===== config.mk =====
export PLATFORM = sky130hd
export DESIGN_NAME = aes_out_serializer
export DESIGN_NICKNAME = d
export VERILOG_FILES = /design/src/rtl/aes_out_serializer.sv
export SDC_FILE = /design/constraint.sdc
export NUM_CORES = 1
export LEC_CHECK = 0
export ABC_CLOCK_PERIOD_IN_PS = 32200
export BUFFER_PORTS_ARGS = -buffer_cell sky130_fd_sc_hd__buf_4
export CORE_AREA = 2 2 130 157
export DETAILED_ROUTE_END_ITERATION = 10
export DIE_AREA = 0 0 132 159
export GPL_ROUTABILITY_DRIVEN = 0
export PLACE_DENSITY = 0.78
export SLEW_MARGIN = 40
export SYNTH_ARGS = -nofsm -noshare
export SYNTH_HDL_FRONTEND = slang
export SYNTH_SLANG_ARGS = --single-unit

===== constraint.sdc =====
create_clock -name AES_clk -period 32.2 [get_ports AES_clk]
set_clock_uncertainty 0.1 [all_clocks]
set_input_delay 1.61 -clock AES_clk [delete_from_list [all_inputs] [get_ports AES_clk]]
set_output_delay 1.61 -clock AES_clk [all_outputs]
set_load 0.02 [all_outputs]

===== src/rtl/aes_out_serializer.sv =====
// AES result serializer: buffers 128-bit result blocks from the AES core in a
// small FIFO and streams each block out as four 32-bit words, MSW first, over
// a valid/ready interface.
module aes_out_serializer #(
  parameter int DEPTH = 2,
  parameter int LVL_W = $clog2(DEPTH + 1)
) (
  input  logic             AES_clk,
  input  logic             AES_rst_n,
  input  logic             AES_data_out_valid,
  input  logic [127:0]     AES_data_out,
  input  logic             clr,
  output logic [31:0]      ser_data,
  output logic             ser_valid,
  input  logic             ser_ready,
  output logic             ser_last,
  output logic [LVL_W-1:0] fifo_level,
  output logic             overflow,
  output logic             busy
);

  localparam int PTR_W = $clog2(DEPTH);

  // Control state
  logic             valid_q;
  logic [PTR_W-1:0] wr_ptr, wr_ptr_next;
  logic [PTR_W-1:0] rd_ptr, rd_ptr_next;
  logic [1:0]       idx, idx_next;
  logic [LVL_W-1:0] level, level_next;
  logic             overflow_q, overflow_next;

  // Block storage; data registers carry no reset
  logic [127:0] mem [DEPTH];
  logic [127:0] head;
  logic [31:0]  head_word [4];

  // Event decode
  logic capture;
  logic xfer;
  logic pop;
  logic full;
  logic wr_en;
  logic drop;

  // A capture is the rising edge of the core's valid; a held valid counts once.
  assign capture = AES_data_out_valid & ~valid_q;
  assign busy    = (level != '0);
  assign xfer    = busy & ser_ready;
  assign pop     = xfer & (idx == 2'd3);
  assign full    = (level == LVL_W'(DEPTH));
  // A full FIFO still accepts a block when the head leaves on the same edge.
  assign wr_en   = capture & ~clr & (~full | pop);
  assign drop    = capture & ~clr & full & ~pop;

  // Next-state computation for pointers, word index, level and overflow flag
  always_comb begin
    wr_ptr_next   = wr_ptr;
    rd_ptr_next   = rd_ptr;
    idx_next      = idx;
    level_next    = level;
    overflow_next = overflow_q;
    if (clr) begin
      // Flush abandons any partially sent block and discards a coincident capture.
      wr_ptr_next   = '0;
      rd_ptr_next   = '0;
      idx_next      = 2'd0;
      level_next    = '0;
      overflow_next = 1'b0;
    end else begin
      if (wr_en) begin
        wr_ptr_next = wr_ptr + 1'b1;
      end
      if (xfer) begin
        // idx wraps 3 -> 0 on the final word of a block
        idx_next = idx + 2'd1;
      end
      if (pop) begin
        rd_ptr_next = rd_ptr + 1'b1;
      end
      case ({wr_en, pop})
        2'b10:   level_next = level + LVL_W'(1);
        2'b01:   level_next = level - LVL_W'(1);
        default: level_next = level;
      endcase
      if (drop) begin
        overflow_next = 1'b1;
      end
    end
  end

  // Control state registers with asynchronous reset
  always_ff @(posedge AES_clk or negedge AES_rst_n) begin
    if (!AES_rst_n) begin
      valid_q    <= 1'b0;
      wr_ptr     <= '0;
      rd_ptr     <= '0;
      idx        <= 2'd0;
      level      <= '0;
      overflow_q <= 1'b0;
    end else begin
      valid_q    <= AES_data_out_valid;
      wr_ptr     <= wr_ptr_next;
      rd_ptr     <= rd_ptr_next;
      idx        <= idx_next;
      level      <= level_next;
      overflow_q <= overflow_next;
    end
  end

  // Block storage write on an accepted capture
  always_ff @(posedge AES_clk) begin
    if (wr_en) begin
      mem[wr_ptr] <= AES_data_out;
    end
  end

  // Split the head block into words, word 0 being the most significant
  assign head = mem[rd_ptr];
  generate
    for (genvar gi = 0; gi < 4; gi++) begin : g_word
      assign head_word[gi] = head[127 - 32*gi -: 32];
    end
  endgenerate

  // Outputs come from registered state only; data is forced to zero when empty
  // so that reset values hold without relying on unreset storage.
  assign ser_valid  = busy;
  assign ser_data   = busy ? head_word[idx] : 32'h0;
  assign ser_last   = busy & (idx == 2'd3);
  assign fifo_level = level;
  assign overflow   = overflow_q;

endmodule


# == Yosys cells after proc, flatten, opt, wreduce, memory -nomap -nowiden ==
# Memories as Yosys holds them, arrays and structs flattened.
# Cells that the tools add are included.
# word_totals
regBits,8
mem_bits_rw,256
in_bits,133
out_inout_bits,38
word_cells,53
n_memories,1
# memory_table
name,depth,word_bits,read_ports,rd_clocked_by_memory_dff,wr,line,rtl
mem,2,128,1,0,1,33,logic [127:0] mem [DEPTH];
# classes
addsub,5
magnitude_cmp,1
eq_ne,4
mux,16
bitwise,14
n_reduce_logical,6
# op_table
operator,count
two-way mux 32 bit,3
binary-select mux 32 bit (select 2 bit),1
nonzero test 2 bit,5
AND 1 bit,8
two-way mux 1 bit,8
== test 2 bit (second input constant),3
two-way mux 2 bit,3
adder 2 x 1 -> 2 bit (second input constant),2
NOT 1 bit,4
case mux 2 bit (2 select lines),1
>= comparator 3 bit (second input constant),1
NOT 2 -> 3 bit,1
nonzero test 3 bit,1
adder 1 bit (second input constant),2
== test 2 x 1 -> 1 bit (second input constant),1
subtractor 2 x 1 -> 2 bit (second input constant),1
OR 1 bit,1

# == Logic depth before layout (Yosys ltp) ==
# Gate-level depths: netlist (run 1).
# logic_depth
ltp_word,8
depth_mapped,6
depth_no_buf,4

# == Worst setup path before layout (run 1) ==
# OpenSTA, ideal clock, no wires.
# synth_path
kind,input to register
start,input port ser_ready
end,"memory mem[1][0], enable pin"
setup_ns,0.798
t_arrival_ns,11.206
required_ns,31.302
setup_slack_ns,20.095
cell_stages,3
n_path_buf,0
path_cell_list,nand2_1 > a21o_1 > nor3b_1
# synth_between
elab_chain_len,6
# synth_lines
element,line,rtl
"start, declared",15,"input logic ser_ready,"
AND 1 bit,48,assign xfer = busy & ser_ready;
AND 1 bit,49,assign pop = xfer & (idx == 2'd3);
OR 1 bit,52,assign wr_en = capture & ~clr & (~full | pop);
AND 1 bit,52,
two-way mux 1 bit,112,if (wr_en) begin
two-way mux 1 bit (implied by the code),113,mem[wr_ptr] <= AES_data_out;
"end, declared",33,
# No other way between the ends.

# == Final worst setup path (run 1) ==
# layout_path
start,register idx[0]
end,output port ser_data[22]
# layout_between
elab_chain_len,5
# layout_lines
element,line,rtl
"start, declared",28,"logic [1:0] idx, idx_next;"
"start signal, assigned",104,idx <= idx_next;
NOT 2 -> 3 bit (implied by the code),128,assign ser_data = busy ? head_word[idx] : 32'h0;
binary-select mux 32 bit (select 2 bit),128,
two-way mux 32 bit (implied by the code) (2 in a row),128,
two-way mux 32 bit,128,
"end, declared",13,"output logic [31:0] ser_data,"
# No other way between the ends. The select of a mux whose other input is x is not followed.

==> results.json, run 1 <==
{
  "r2r-end": "mem[1][5]",
  "cp.arrival_ns": 3.28,
  "synth-seq-cells": 264,
  "numClockSinks": 264,
  "critPathLaunchType": "flop",
  "syn_to_final_growth_pct": 21.7,
  "r2r_cells": 8,
  "die_w_um": 132,
  "ir_drop_v": 0.0000449,
  "grt_pass1_wl_um": 32700,
  "grt_setup_unrepaired": "no",
  "cts-root-buf": "clkbuf_16",
  "crit_family": "buffers and inverters",
  "hp-class": "reg2reg",
  "max_freq_mhz": 201,
  "io_buffers": 170,
  "die-area_um2": 21000,
  "diodes": 0,
  "syn_area_um2": 10500,
  "io_pins": 171,
  "htreeDepth": 1,
  "ys_seq_area_share_pct": 75.0,
  "numCtsBuffers": 25,
  "synthCells": 598,
  "slowest_delay_ns": 0.79,
  "cts_setup_buffers": 0,
  "p_leak_nw": 4.38,
  "num_rows": 56,
  "min_to": "overflow",
  "finalSetupTns_ns": 0,
  "powerDensity_nw_per_um2": 55.4,
  "pre_cts_ws_ns": 27.73,
  "grt_pass1_vias": 6153,
  "period_share_pct": 15.5,
  "hold_buffers": 0,
  "p_comb_share_pct": 7.0,
  "syn_area_per_cell_um2": 17.6,
  "cts_resized": 0,
  "start_util_pct": 54.2,
  "hold_ws_ns": 0.421,
  "p_int_uw": 567,
  "fin_nets": 902,
  "r2r_start": "idx[0]",
  "crit_required_ns": 30.49,
  "pwr-share-clk_pct": 38.1,
  "synth.distinct_cells": 32,
  "min_from": "overflow",
  "gr-total-overflow": 0,
  "hold_violations": 0,
  "antenna_left": 0,
  "drc": 0,
  "tritoncts": "done",
  "total_power_uw": 709,
  "path_buf_inv": 3,
  "setup_slack_ns": 27.21,
  "path_max_fanout": 65,
  "cts_buffer_depth": 3,
  "synth_nets": 732,
  "cp-end-kind": "output pin",
  "routed_wl_um": 21200,
  "wl_per_cell_um": 20.3,
  "vias_per_cell": 5.61,
  "finalCoreUtilization_pct": 65.9,
  "cap_violations": 0,
  "die_h_um": 159,
  "antenna_found_initial": 0,
  "critical_path_class": "reg2out",
  "min_path_cells": 2,
  "firstDrtPassIters": 5,
  "crit_slowest_cell": "dfrtp_4",
  "drtIter0Drc": 334,
  "relSlewSlack_pct": 44.4,
  "grt_max_degree": 69,
  "clk_latency_ns": 0.50,
  "hpwl_um": 13600,
  "worstPathCellList": "buf_12, buf_6, mux2i_1, nor3_1, or3_1, buf_4",
  "pwr-share-seq_pct": 54.9,
  "clk_pin_slew_ns": 0.06,
  "switchingPower_uw": 142,
  "worst_pin_slew_ns": 0.834,
  "setup_viol_count_final": 0,
  "core_area_um2": 19400,
  "rrSetupSlack_ns": 28.25,
  "final_common_cell": "edfxtp_1",
  "finalMaxSlewViolations": 0,
  "period_needed_ns": 4.99,
  "final_cell_mix": "edfxtp_1, buf_4, mux2i_1, nor3_1, or3_1",
  "switching_share_pct": 20.0,
  "status": "finished clean",
  "vias": 5861,
  "grtUsageTotal_pct": 19.8,
  "yosys_warnings": 0,
  "layout-drive-gt1-share_pct": 28.7
}
[worst max-delay path by stage]
stage               startpoint           end  slack (ns)  cells after the start
floorplan            ser_ready     mem[1][0]       20.10                      3
global placement        idx[0]  ser_data[11]       27.38                      5
detailed placement      idx[0]  ser_data[11]       27.73                      6
CTS                     idx[0]  ser_data[22]       27.21                      6
global route            idx[0]  ser_data[27]       27.06                      6
finish                  idx[0]  ser_data[22]       27.21                      6
[synthesized netlist by cell type (all sizes together)]
cell | instances | area [um^2]
clkbuf | 8 | 31.3
o21ai | 4 | 23.8
buf | 34 | 279
edfxtp | 256 | 7690
xor2 | 1 | 8.76
nor2b | 3 | 18.8
mux2i | 130 | 1300
dfrtp | 8 | 200
or3 | 33 | 206
a21oi | 2 | 10.0
nor3b | 2 | 15.0
nand2b | 1 | 6.26
a311oi | 1 | 8.76
mux2 | 1 | 11.3
a211oi | 1 | 7.51
o32ai | 32 | 280
nor3 | 65 | 325
o211ai | 1 | 12.5
nand2 | 2 | 7.51
a21o | 1 | 7.51
o21bai | 1 | 7.51
a41oi | 1 | 8.76
nor2 | 5 | 18.8
ha | 1 | 12.5
a2111oi | 1 | 8.76
inv | 3 | 11.3
[per-layer routing]
layer	GRT usage (%)	part of all wire (%)	vias up	routed length [um]
met5	0	0	-	0
met4	6.67	2.8	0	599
met3	3.02	5.2	44	1110
met2	36.2	54	177	11500
met1	24.0	38	2903	8020
li1	-	-	2737	-
[cells by family after synthesis]
| family | after synthesis | synth area share [%] |
|---|---|---|
| compound gates | 45 | 3.57 |
| xor+xnor | 1 | 0.0833 |
| fa+ha+maj | 1 | 0.119 |
| buf+inv | 45 | 3.06 |
| flops | 264 | 75.0 |
| mux | 131 | 12.5 |
| simple gates | 111 | 5.69 |
[flip-flops by register name, indices dropped and copies added (netlist names)]
signal / cells
idx: 2
fifo_level: 2
overflow: 1
rd_ptr: 1
wr_ptr: 1
valid_q: 1
mem: 256
[layout make-up]
type                            count  area (um^2)
Inverter                            3         11.3
Sequential cell                   264         7890
Multi-Input combinational cell    289         2340
Tap cell                          261          327
Fill cell                        1318         6610
Timing Repair Buffer              185         1470
Clock inverter                     13          114
Clock buffer                       29          641
[power by group through the flow]
| stage | combinational (mW) | clock (mW) | sequential, mW |
|---|---|---|---|
| after global routing | 0.0533 | 0.288 | 0.390 |
| after CTS | 0.0496 | 0.275 | 0.389 |
| after global placement | 0.0461 | 0 | 0.397 |
| after detailed placement | 0.0495 | 0 | 0.396 |
| after floorplan | 0.0288 | 0 | 0.396 |
| final | 0.0497 | 0.270 | 0.389 |
[worst reg2reg max path, delay by kind of cell, from the launching register on]
family	cells	cell delay (ns)
buffers and inverters	4	1.59
flip-flops	1	0.79
AND/OR/NAND/NOR	2	0.44
adder cells (fa/ha/maj)	1	0.43
AO/OA/AOI/OAI	1	0.25
[through the flow]
step / cell area, um^2 / cells
2_1_floorplan: 10500 / 598
3_3_place_gp: 11900 / 995
3_5_place_dp: 12000 / 1000
4_1_cts: 12700 / 1042
5_1_grt: 12800 / 1044
6_report: 12800 / 1044
No activity file was read; power rests on OpenSTA's default activity.
==> inputs of run 2 (changes only) <==
--- a/config.mk
+++ b/config.mk
@@ -5,13 +5,13 @@
 export SDC_FILE = /design/constraint.sdc
 export NUM_CORES = 1
 export LEC_CHECK = 0
-export ABC_CLOCK_PERIOD_IN_PS = 32200
+export ABC_CLOCK_PERIOD_IN_PS = 4200
 export BUFFER_PORTS_ARGS = -buffer_cell sky130_fd_sc_hd__buf_4
-export CORE_AREA = 2 2 130 157
+export CORE_AREA = 2 2 135 163
 export DETAILED_ROUTE_END_ITERATION = 10
-export DIE_AREA = 0 0 132 159
+export DIE_AREA = 0 0 137 165
 export GPL_ROUTABILITY_DRIVEN = 0
-export PLACE_DENSITY = 0.78
+export PLACE_DENSITY = 0.76
 export SLEW_MARGIN = 40
 export SYNTH_ARGS = -nofsm -noshare
 export SYNTH_HDL_FRONTEND = slang
==> constraint.sdc (replaced) <==
create_clock -name AES_clk -period 4.2 [get_ports AES_clk]
set_clock_uncertainty 0.1 [all_clocks]
set_input_delay 0.21 -clock AES_clk [delete_from_list [all_inputs] [get_ports AES_clk]]
set_output_delay 0.21 -clock AES_clk [all_outputs]
set_load 0.02 [all_outputs]
==> run 2 against run 1 <==
Effect of this change: flip-flop and latch count is the same; design area is 11% higher; via count rose by 13%; final cell count increased by 14%; global-route usage up 1.1 points; utilization increased by 2.3 points; critical path depth stayed put; worst setup slack got worse by 26 ns; critical path type unchanged; critical endpoint is now ser_data[29]; largest power group unchanged.
==> results.json, run 2 (synthesized netlist as in run 1, its figures left out) <==
{
  "status": "finished clean",
  "p_comb_share_pct": 9.0,
  "grt_max_degree": 130,
  "hold_violations": 0,
  "n_fill_cell": 1386,
  "cap_violations": 0,
  "core_area_um2": 20900,
  "period_needed_ns": 3.18,
  "p_int_mw": 4.48,
  "period_share_pct": 75.8,
  "hold_buffers": 132,
  "path_max_fanout": 20,
  "htreeDepth": 1,
  "cp.arrival_ns": 2.87,
  "pre_cts_ws_ns": 1.59,
  "die_h_um": 165,
  "final_cell_mix": "edfxtp_1, buf_4, dlygate4sd3_1, mux2i_1, nor3_1",
  "gr-total-overflow": 0,
  "hpwl_um": 14000,
  "grt_pass1_wl_um": 36300,
  "cts_setup_buffers": 0,
  "r2r_start": "fifo_level[0]",
  "tritoncts": "done",
  "largest-register": "mem",
  "wl_met2_um": 12800,
  "cp-end-kind": "output pin",
  "p_leak_nw": 5.00,
  "min_to": "rd_ptr",
  "layout-drive-gt1-share_pct": 25.6,
  "grt_pass1_vias": 7008,
  "powerDensity_nw_per_um2": 398,
  "critical_path_class": "reg2out",
  "setup_slack_ns": 1.02,
  "grtUsageTotal_pct": 20.9,
  "die_w_um": 137,
  "grt_setup_unrepaired": "no",
  "r2r-end": "mem[1][64]",
  "antenna_found_initial": 2,
  "crit_required_ns": 3.89,
  "final_common_cell": "edfxtp_1",
  "hp-class": "in2reg",
  "wl_per_cell_um": 20.1,
  "worst_pin_slew_ns": 0.816,
  "rrSetupSlack_ns": 1.66,
  "num_rows": 58,
  "largest_reg_flops": 256,
  "clk_pin_slew_ns": 0.06,
  "firstDrtPassIters": 7,
  "vias": 6623,
  "relSlewSlack_pct": 45.6,
  "cts_resized": 0,
  "max_freq_mhz": 314,
  "setup_viol_count_final": 0,
  "numCtsBuffers": 27,
  "finalMaxSlewViolations": 0,
  "topRoutingLayerUsed": "met4",
  "switching_share_pct": 21.1,
  "cts_buffer_depth": 3,
  "min_from": "ser_ready",
  "io_pins": 171,
  "start_util_pct": 50.3,
  "syn_to_final_growth_pct": 35.7,
  "cts-root-buf": "clkbuf_16",
  "critPathLaunchType": "flop",
  "ir_drop_v": 0.000337,
  "clk_latency_ns": 0.51,
  "switchingPower_mw": 1.20,
  "hold_ws_ns": 0.0533,
  "r2r_cells": 5,
  "die-area_um2": 22600,
  "fin_nets": 1037,
  "pwr-share-clk_pct": 38.5,
  "min_path_cells": 4,
  "numClockSinks": 264,
  "wl_met1_um": 9150,
  "vias_per_cell": 5.54,
  "drtIter0Drc": 390,
  "pwr-share-seq_pct": 52.4,
  "routed_wl_um": 24000,
  "io_buffers": 170,
  "met3_length_um": 1290,
  "drc": 0,
  "antenna_left": 0
}
==> run 2: cell types whose count changed in the layout (fill, tap and decap cells not counted), moves of 3 or more <==
cell           before  now
clkinv_1            5    2
clkinv_2            4    8
clkbuf_1            4    9
dlygate4sd3_1       0  132
==> run 2: routing by layer <==
layer	track usage [%]	vias to the layer above
met3	2.95	63
met1	25.5	3279
met4	8.53	0
met2	37.4	263
met5	0	-
li1	-	3018
==> run 2: power groups by stage <==
stage	Combinational (mW)	Sequential, mW	Clock, mW
after global placement	0.382	3.03	0
after detailed placement	0.402	3.03	0
after global routing	0.543	2.98	2.33
final	0.512	2.97	2.19
after floorplan	0.224	3.03	0
after CTS	0.506	2.97	2.21
==> run 2: layout make-up <==
class | instances | area [um^2] | area share (%)
clock inverter | 13 | 95.1 | 0.666
multi-input combinational | 289 | 2380 | 16.7
clock buffer | 36 | 709 | 4.97
antenna | 2 | 5.00 | 0.0351
timing repair buffer | 318 | 2830 | 19.9
sequential | 264 | 7890 | 55.3
tap | 270 | 338 | 2.37
inverter | 3 | 11.3 | 0.0789
==> run 2: stage by stage <==
| stage | std cells | total power [mW] | TNS (ns) | utilization (%) | cell area, um^2 |
|---|---|---|---|---|---|
| finish | 1195 | 5.67 | 0 | 68.3 | 14300 |
| global route | 1195 | 5.85 | 0 | 68.3 | 14300 |
| CTS | 1192 | 5.69 | 0 | 68.1 | 14200 |
| detailed placement | 1011 | 3.43 | 0 | 57.9 | 12100 |
| global placement | 1005 | 3.41 | 0 | 57.4 | 12000 |
| floorplan | 598 | 3.25 | -103.36 | - | 10600 |
==> run 2: worst max-delay path by stage <==
stage                        startpoint           end  slack [ns]  cells past startpoint
after CTS                 fifo_level[0]  ser_data[13]        1.02                      6
after detailed placement  fifo_level[0]  ser_data[13]        1.59                      6
after global placement    fifo_level[0]  ser_data[24]        1.46                      5
after floorplan           fifo_level[1]     mem[1][0]       -0.51                      4
final                     fifo_level[0]  ser_data[29]        1.02                      6
after global routing      fifo_level[0]  ser_data[29]        0.90                      6
==> run 2: worst max-delay path, stage by stage, from the launching register on <==
cell and delay, ns:
dfrtp_1 0.58, o21bai_4 0.58, buf_16 0.22, buf_4 0.27
nor3_1 0.09, or3_1 0.41, buf_4 0.17
==> inputs of run 3 (changes only) <==
--- a/config.mk
+++ b/config.mk
@@ -5,7 +5,7 @@
 export SDC_FILE = /design/constraint.sdc
 export NUM_CORES = 1
 export LEC_CHECK = 0
-export ABC_CLOCK_PERIOD_IN_PS = 4200
+export ABC_CLOCK_PERIOD_IN_PS = 2900
 export BUFFER_PORTS_ARGS = -buffer_cell sky130_fd_sc_hd__buf_4
 export CORE_AREA = 2 2 135 163
 export DETAILED_ROUTE_END_ITERATION = 10
==> constraint.sdc (replaced) <==
create_clock -name AES_clk -period 2.9 [get_ports AES_clk]
set_clock_uncertainty 0.1 [all_clocks]
set_input_delay 0.145 -clock AES_clk [delete_from_list [all_inputs] [get_ports AES_clk]]
set_output_delay 0.145 -clock AES_clk [all_outputs]
set_load 0.02 [all_outputs]
==> run 3 against run 2 <==
Effect of this change: utilization decreased by 0.20 points; sequential share of layout area increased by 0.16 points; critical path type unchanged; largest power group unchanged; final cell count decreased by 0.17%; via count decreased by 0.47%; critical endpoint is now ser_data[20]; wire length increased by 2.6%.
==> results.json, run 3 (synthesized netlist as in run 1, its figures left out) <==
{
  "status": "finished clean",
  "cp.arrival_ns": 2.53,
  "pwr-share-seq_pct": 52.7,
  "clk_latency_ns": 0.51,
  "worst_pin_slew_ns": 0.585,
  "relSlewSlack_pct": 61.0,
  "p_leak_nw": 4.98,
  "critical_path_class": "reg2out",
  "period_share_pct": 95.7,
  "finalMaxSlewViolations": 0,
  "switching_share_pct": 20.9,
  "wl_per_cell_um": 20.6,
  "r2r_start": "fifo_level[0]",
  "grt_pass1_wl_um": 37000,
  "path_max_fanout": 32,
  "num_rows": 58,
  "worstPathCellList": "o211ai_4, buf_4, o32ai_1, or3_1, buf_4",
  "die_h_um": 165,
  "vias_per_cell": 5.53,
  "startpoint": "fifo_level[0]",
  "clk_pin_slew_ns": 0.06,
  "grt_pass1_vias": 7068,
  "grt_max_degree": 69,
  "switchingPower_mw": 1.71,
  "antenna_found_initial": 2,
  "final_area_um2": 14200,
  "largest_reg_flops": 256,
  "io_pins": 171,
  "core_area_um2": 20900,
  "cap_violations": 0,
  "multi_input_area_um2": 2380,
  "final_cell_mix": "edfxtp_1, buf_4, dlygate4sd3_1, mux2i_1, nor3_1",
  "numClockSinks": 264,
  "syn_to_final_growth_pct": 35.3,
  "largest-register": "mem",
  "cts_setup_buffers": 0,
  "routed_wl_um": 24600,
  "grtUsageTotal_pct": 21.4,
  "numCtsBuffers": 26,
  "hpwl_um": 13600,
  "finalCoreUtilization_pct": 68.1,
  "drtIter0Drc": 427,
  "tritoncts": "done",
  "cp-end-kind": "output pin",
  "layout-drive-gt1-share_pct": 25.1,
  "crit_slowest_cell": "dfrtp_1",
  "pwr-share-clk_pct": 38.2,
  "crit_required_ns": 2.65,
  "start_util_pct": 50.3,
  "drc": 0,
  "powerDensity_nw_per_um2": 574,
  "firstDrtPassIters": 5,
  "slowest_delay_ns": 0.59,
  "gr-total-overflow": 0,
  "min_from": "AES_data_out_valid",
  "register_area_um2": 7890,
  "hold_violations": 0,
  "cts_resized": 0,
  "total_power_mw": 8.17,
  "period_needed_ns": 2.78,
  "final_common_cell": "edfxtp_1",
  "placedCellCount": 1009,
  "critical_path.most_common_cell": "buf_4",
  "critPathLaunchType": "flop",
  "layout.cells.non_filler": 1193,
  "hold_ws_ns": 0.209,
  "htreeDepth": 1,
  "ir_drop_v": 0.000503,
  "vias": 6592,
  "place_area_um2": 12100,
  "hp-class": "in2reg",
  "n_fill_cell": 1374,
  "max_freq_mhz": 360,
  "grt_setup_unrepaired": "no",
  "p_comb_share_pct": 9.1,
  "cts_buffer_depth": 3,
  "antenna_left": 0,
  "p_int_mw": 6.46,
  "fin_nets": 1035,
  "die_w_um": 137,
  "setup_viol_count_final": 0,
  "cts-root-buf": "clkbuf_16",
  "die-area_um2": 22600,
  "io_buffers": 170
}
## run 3: changes by cell type in the layout (fill, tap and decap cells not counted)
cell / before / now
inv_6: 2 / 0
clkinv_1: 2 / 5
buf_4: 175 / 176
clkinv_4: 0 / 1
buf_6: 2 / 0
dlygate4sd3_1: 132 / 134
diode_2: 2 / 3
clkbuf_1: 9 / 6
buf_12: 3 / 7
buf_16: 2 / 0
buf_8: 4 / 0
clkinv_2: 8 / 7
## run 3: routing by layer
| metal | track usage, % | wire length [um] | vias up |
|---|---|---|---|
| met4 | 8.15 | 677 | 0 |
| li1 | - | - | 3002 |
| met3 | 3.25 | 1270 | 53 |
| met5 | 0 | 0 | - |
| met1 | 25.8 | 9240 | 3275 |
| met2 | 38.5 | 13400 | 262 |
## run 3: path summary, 6_finish.rpt
path | cells past startpoint | slack, ns | endpoint
worst max-delay path | 5 | 0.12 | ser_data[20]
worst min-delay path | 2 | 0.21 | valid_q
worst max register to register | 4 | 0.69 | mem[1][57]
worst min register to register | 2 | 0.60 | wr_ptr
max in group asynchronous | 3 | 1.85 | idx[0]
min in group asynchronous | 3 | 0.54 | valid_q
## run 3: per-stage QoR
step	worst slack (ns)	setup TNS, ns
2_1_floorplan	-1.81	-436.16
3_3_place_gp	0.750	0
3_5_place_dp	0.695	0
4_1_cts	0.137	0
5_1_grt	0.0524	0
6_report	0.124	0
## run 3: repair_timing
| item | in CTS | in global routing |
|---|---|---|
| hold buffers | 134 | 0 |
| endpoints found under the hold margin | 272 | 0 |
| setup endpoints to repair | 0 | 0 |
## run 3: power by group through the flow
stage | sequential [mW] | combinational (mW) | clock, mW
CTS | 4.31 | 0.734 | 3.15
detailed placement | 4.39 | 0.582 | 0
finish | 4.31 | 0.743 | 3.12
floorplan | 4.38 | 0.325 | 0
global route | 4.31 | 0.784 | 3.33
global placement | 4.38 | 0.560 | 0
## run 3: cell type report
| cell class | count | area share, % |
|---|---|---|
| diodes | 3 | 0.0528 |
| clock buffers | 33 | 4.91 |
| clock inverters | 14 | 0.651 |
| inverters | 3 | 0.0792 |
| multi-input cells | 289 | 16.7 |
| flip-flops and latches | 264 | 55.5 |
| well taps | 270 | 2.37 |
| repair buffers | 317 | 19.7 |
## run 3: critical path, delay by kind of cell (launching register included)
family	cells	cell delay (ns)
AOI/OAI and AO/OA	2	0.41
DFF	1	0.59
and+or+nand+nor	1	0.38
buffers and inverters	2	0.64
